$ cat src/rtl/keccak_pkg.sv
// Shared Keccak constants: standard rates, domain separators and the padder FSM encoding.
package keccak_pkg;

    localparam int RATE_SHAKE128 = 168;
    localparam int RATE_SHAKE256 = 136;
    localparam int RATE_SHA3_256 = 136;
    localparam int RATE_SHA3_512 = 72;

    localparam logic [7:0] DS_SHAKE = 8'h1F;
    localparam logic [7:0] DS_SHA3  = 8'h06;

    typedef enum logic [1:0] {
        ST_FILL      = 2'd0,
        ST_PAD       = 2'd1,
        ST_EMIT      = 2'd2,
        ST_EMIT_LAST = 2'd3
    } state_t;

endpackage

$ cat src/rtl/keccak_padder.sv
// Byte-serial Keccak rate-block assembler with pad10*1 padding and domain separation.
// Emits full rate blocks with a valid/ready handshake; the final padded block is flagged block_last.
module keccak_padder
    import keccak_pkg::*;
#(
    parameter int RATE_BYTES = RATE_SHAKE256,
    parameter int DS_WIDTH   = 8
) (
    input  logic                    clk,
    input  logic                    reset,
    input  logic [7:0]              in_data,
    input  logic                    in_valid,
    input  logic                    in_keep,
    input  logic                    in_last,
    input  logic [DS_WIDTH-1:0]     domain_sep,
    output logic                    in_ready,
    output logic [RATE_BYTES*8-1:0] block_out,
    output logic                    block_valid,
    input  logic                    block_ready,
    output logic                    block_last,
    output logic                    error_flag,
    output logic [1:0]              debug_state,
    output logic [7:0]              debug_byte_cnt
);

    localparam logic [7:0] LAST_CNT = 8'(RATE_BYTES - 1);
    localparam int         LAST_BIT = (RATE_BYTES - 1) * 8;

    state_t                  state;
    state_t                  state_next;
    logic [7:0]              byte_cnt;
    logic [7:0]              byte_cnt_next;
    logic [RATE_BYTES*8-1:0] buffer;
    logic [RATE_BYTES*8-1:0] buffer_next;
    logic                    pad_pending;
    logic                    pad_pending_next;
    logic [DS_WIDTH-1:0]     ds_latched;
    logic [DS_WIDTH-1:0]     ds_latched_next;
    logic                    error_next;
    logic [10:0]             bit_idx;
    logic [7:0]              ds_byte;

    assign in_ready       = (state == ST_FILL);
    assign block_out      = buffer;
    assign debug_state    = state;
    assign debug_byte_cnt = byte_cnt;
    assign bit_idx        = {byte_cnt, 3'b000};
    assign ds_byte        = 8'(ds_latched);

    // Next-state, buffer write/pad and handshake decisions.
    always_comb begin
        state_next       = state;
        byte_cnt_next    = byte_cnt;
        buffer_next      = buffer;
        pad_pending_next = pad_pending;
        ds_latched_next  = ds_latched;
        error_next       = error_flag;
        case (state)
            ST_FILL: begin
                if (in_valid) begin
                    if (in_keep) begin
                        buffer_next[bit_idx +: 8] = in_data;
                        byte_cnt_next = byte_cnt + 8'd1;
                        if (byte_cnt == LAST_CNT) begin
                            // A last byte that fills the block defers padding to a fresh block.
                            state_next = ST_EMIT;
                            if (in_last) begin
                                ds_latched_next  = domain_sep;
                                pad_pending_next = 1'b1;
                            end else begin
                                pad_pending_next = pad_pending;
                            end
                        end else if (in_last) begin
                            ds_latched_next = domain_sep;
                            state_next      = ST_PAD;
                        end else begin
                            state_next = ST_FILL;
                        end
                    end else if (in_last) begin
                        ds_latched_next = domain_sep;
                        state_next      = ST_PAD;
                    end else begin
                        error_next = 1'b1;
                    end
                end else begin
                    state_next = ST_FILL;
                end
            end
            ST_PAD: begin
                // Sequential XORs so coincident positions combine to ds ^ 0x80.
                buffer_next[bit_idx +: 8]  = buffer[bit_idx +: 8] ^ ds_byte;
                buffer_next[LAST_BIT +: 8] = buffer_next[LAST_BIT +: 8] ^ 8'h80;
                state_next                 = ST_EMIT_LAST;
            end
            ST_EMIT: begin
                if (block_ready) begin
                    buffer_next   = '0;
                    byte_cnt_next = 8'd0;
                    if (pad_pending) begin
                        pad_pending_next = 1'b0;
                        state_next       = ST_PAD;
                    end else begin
                        state_next = ST_FILL;
                    end
                end else begin
                    state_next = ST_EMIT;
                end
            end
            ST_EMIT_LAST: begin
                if (block_ready) begin
                    buffer_next   = '0;
                    byte_cnt_next = 8'd0;
                    state_next    = ST_FILL;
                end else begin
                    state_next = ST_EMIT_LAST;
                end
            end
            default: begin
                state_next = ST_FILL;
            end
        endcase
    end

    // State, buffer and registered block handshake outputs.
    always_ff @(posedge clk or posedge reset) begin
        if (reset) begin
            state       <= ST_FILL;
            byte_cnt    <= 8'd0;
            buffer      <= '0;
            pad_pending <= 1'b0;
            ds_latched  <= '0;
            error_flag  <= 1'b0;
            block_valid <= 1'b0;
            block_last  <= 1'b0;
        end else begin
            state       <= state_next;
            byte_cnt    <= byte_cnt_next;
            buffer      <= buffer_next;
            pad_pending <= pad_pending_next;
            ds_latched  <= ds_latched_next;
            error_flag  <= error_next;
            block_valid <= (state_next == ST_EMIT) || (state_next == ST_EMIT_LAST);
            block_last  <= (state_next == ST_EMIT_LAST);
        end
    end

endmodule
$ cat config.mk
export PLATFORM = sky130hd
export DESIGN_NAME = keccak_padder
export DESIGN_NICKNAME = d
export VERILOG_FILES = /design/src/rtl/keccak_pkg.sv /design/src/rtl/keccak_padder.sv
export SDC_FILE = /design/constraint.sdc
export NUM_CORES = 2
export LEC_CHECK = 0
export BUFFER_PORTS_ARGS = -buffer_cell sky130_fd_sc_hd__buf_2
export CAP_MARGIN = 20
export CORE_AREA = 3 3 432 434
export DETAILED_ROUTE_END_ITERATION = 8
export DIE_AREA = 0 0 435 437
export PLACE_DENSITY_LB_ADDON = 0.3
export SLEW_MARGIN = 20
export SYNTH_ARGS = -nofsm -noshare
export SYNTH_HDL_FRONTEND = slang
export SYNTH_SLANG_ARGS = --single-unit
$ cat constraint.sdc
create_clock -name clk -period 34.7 [get_ports clk]
set_clock_uncertainty 0.05 [all_clocks]
set_input_delay 1.735 -clock clk [delete_from_list [all_inputs] [get_ports clk]]
set_output_delay 1.735 -clock clk [all_outputs]
set_load 0.1 [all_outputs]
==> run metrics <==
outcome=finished, violations left; failing checks=design-rule violations; core box area=183100 sq um; clk buf depth=3; startpoint types=register; commonest non-fill, non-tap cells in the layout=buf_2 (1124), dfrtp_1 (1104), nand2_1 (1004), o21ai_0 (588), o221ai_1 (419); placer congestion estimate=1.102; mapped cell area=58070 sq um; GR Util All Layers=47.07%; Initial Util=31.72%; drt first pass iters=9; critical path class=register to register; endpoints failing setup=0; GRT Residual Overflow=0; via count=67520; TritonCTS clock tree=built; mean number of vias per cell=7.170; Total Wirelength=465900 um; die area=190100 sq um; VDD IR max=0.1157 mV; Cells after Synth=5742; met2 WL=183800 um; Layout Nets=6814; clock sinks=1110; die height=437 um; # hold bufs at CTS=0; final period utilization=21.58%; Slew HR=2.733%; number of remaining DRC errors=3; DR WL met3=69310 um; Final WS setup=27210 ps; cts bufs inserted=135; Fmax=133.5 MHz; post-place setup slack=27690 ps; Routed Antenna Nets=0; average size of a mapped cell=10.11 sq um; IO Port Bufs=1123; Final Hold Vio Count=0; clock root cell=clkbuf_16; Yosys top cell by area=dfrtp_1; ys async rst share=100.0%; clock latency at the later pin of the worst-skew pair=850 ps; Design Power=6981 uW; hpwl dp=345700 um; Reg area=27790 sq um; vias in the first global route=61540; Worst-Margin Slew=1454 ps; Slew Limit Fails=0; Hold Path Class=register to register; H-tree depth=4; antenna violations before repair=87; Worst Path Max Fanout=53; register area share after synthesis=47.83%; number of flops mapped to enable cells by yosys=0; predominant post-synthesis flop cell=dfrtp_1; static leakage=0.03178 uW; Netlist cell types=98; count of state elements after synthesis=1110; Starting DRT DRC Count=13320; Ports=1124; commonest non-fill, non-tap cell in the layout=buf_2; Mapped Nets=5768; Max Cap Viol=0; nature of the critical path endpoint=register; RSZ-0062 raised after global routing=no; Yosys warning total=0; Horiz. Die Dim=435 um; min cycle time layout=7490 ps; clock transition at the registers of the reported paths=70 ps; Power Density=97.60 nW/um^2; synth-to-layout area growth=23.16%; post-synth top area share=47.83%; Core Rows=157; setup bufs post-CTS=0; setup TNS after final layout=0 ps; multi-input logic area=28640 sq um; largest cells by area after synthesis=dfrtp_1 (48%), mux4_2 (8.5%), nand2_1 (6.5%); Arr. time, crit path=8110 ps; max layer used=met5; first-pass GRT wire length=607300 um; post-CTS resize count=0; largest net degree at the start of global routing=145; post-DR wirelength/cell=49.48 um; # fillers=18510; share of cells above drive strength 1=28.08%; WL met1=163100 um; WP data required=35320 ps
[routing by layer]
layer | track usage, % | up-vias
met5 | 0.3276 | -
met4 | 38.74 | 72
met3 | 21.46 | 2101
met2 | 63.88 | 7067
met1 | 56.63 | 34210
li1 | - | 24060
[synthesized netlist by cell type, drive strengths merged (10+ instances only)]
library cell / count
a221oi: 25
dfrtp: 1110
inv: 13
a31oi: 33
mux4: 228
mux2: 13
nand2b: 13
buf: 191
nor2: 443
a22o: 24
nor4: 16
a32oi: 11
nand4: 24
nor3: 90
o32a: 26
a21oi: 202
or3: 16
a22oi: 314
o21a: 63
o221a: 14
or2: 20
and2: 25
o22ai: 26
nor2b: 13
nand2: 1018
o221ai: 419
o21ai: 730
nand3: 131
clkbuf: 195
xnor2: 17
o21bai: 10
mux2i: 158
[power breakdown]
group          switching (uW)  internal (uW)  total, uW
registers                 244           1440       1680
logic                    3140            581       3720
clock network             658            917       1570
[through the flow]
step                cells  area, sq um  util [%]  hold slack (ps)
global route         9369        71400     39.00            429.5
finish               9416        71520     39.07            414.4
floorplan            5742        58070         -            415.9
CTS                  9359        71320     38.95            416.9
detailed placement   9112        66540     36.35            404.4
global placement     9111        66500     36.32            401.8
[layout make-up]
class	count	share of cell area (%)
diodes	54	0.1889
clock buffers	194	5.554
clock inverters	53	1.118
inverters	18	0.1050
multi-input cells	4228	40.04
flip-flops and latches	1110	38.86
well taps	2464	4.310
repair buffers	1295	9.826
[kinds of logic after synthesis]
kind of cell / share of synthesized area, %
buffers and inverters: 3.577
and+or+nand+nor: 13.43
xor gates and xnor gates: 0.3254
muxes: 11.87
DFF: 47.83
adders and majority gates: 0.08619
AOI/OAI and AO/OA: 22.88
[worst max-delay path: stages, from the launching register on]
cell	delay, ps
dfrtp_4	830
buf_4	720
buf_4	730
mux4_2	430
mux4_2	500
nor2b_1	150
nor4_1	990
a221oi_1	210
xnor2_2	220
buf_4	400
buf_4	820
o21a_1	830
o21ai_0	230
[worst paths after layout]
path | from | slack, ps | depth (start not counted) | to
setup / recovery | debug_byte_cnt[1]$_DFFE_PP0P_ | 27210 | 12 | register
hold / removal | error_flag$_DFFE_PP0P_ | 410 | 1 | error_flag$_DFFE_PP0P_
setup reg to reg | debug_byte_cnt[1]$_DFFE_PP0P_ | 27210 | 12 | register
hold reg to reg | error_flag$_DFFE_PP0P_ | 410 | 1 | error_flag$_DFFE_PP0P_
max in group asynchronous | reset | 29870 | 6 | async pin
min in group asynchronous | reset | 980 | 2 | async pin
(Power assumes the default switching activity.)
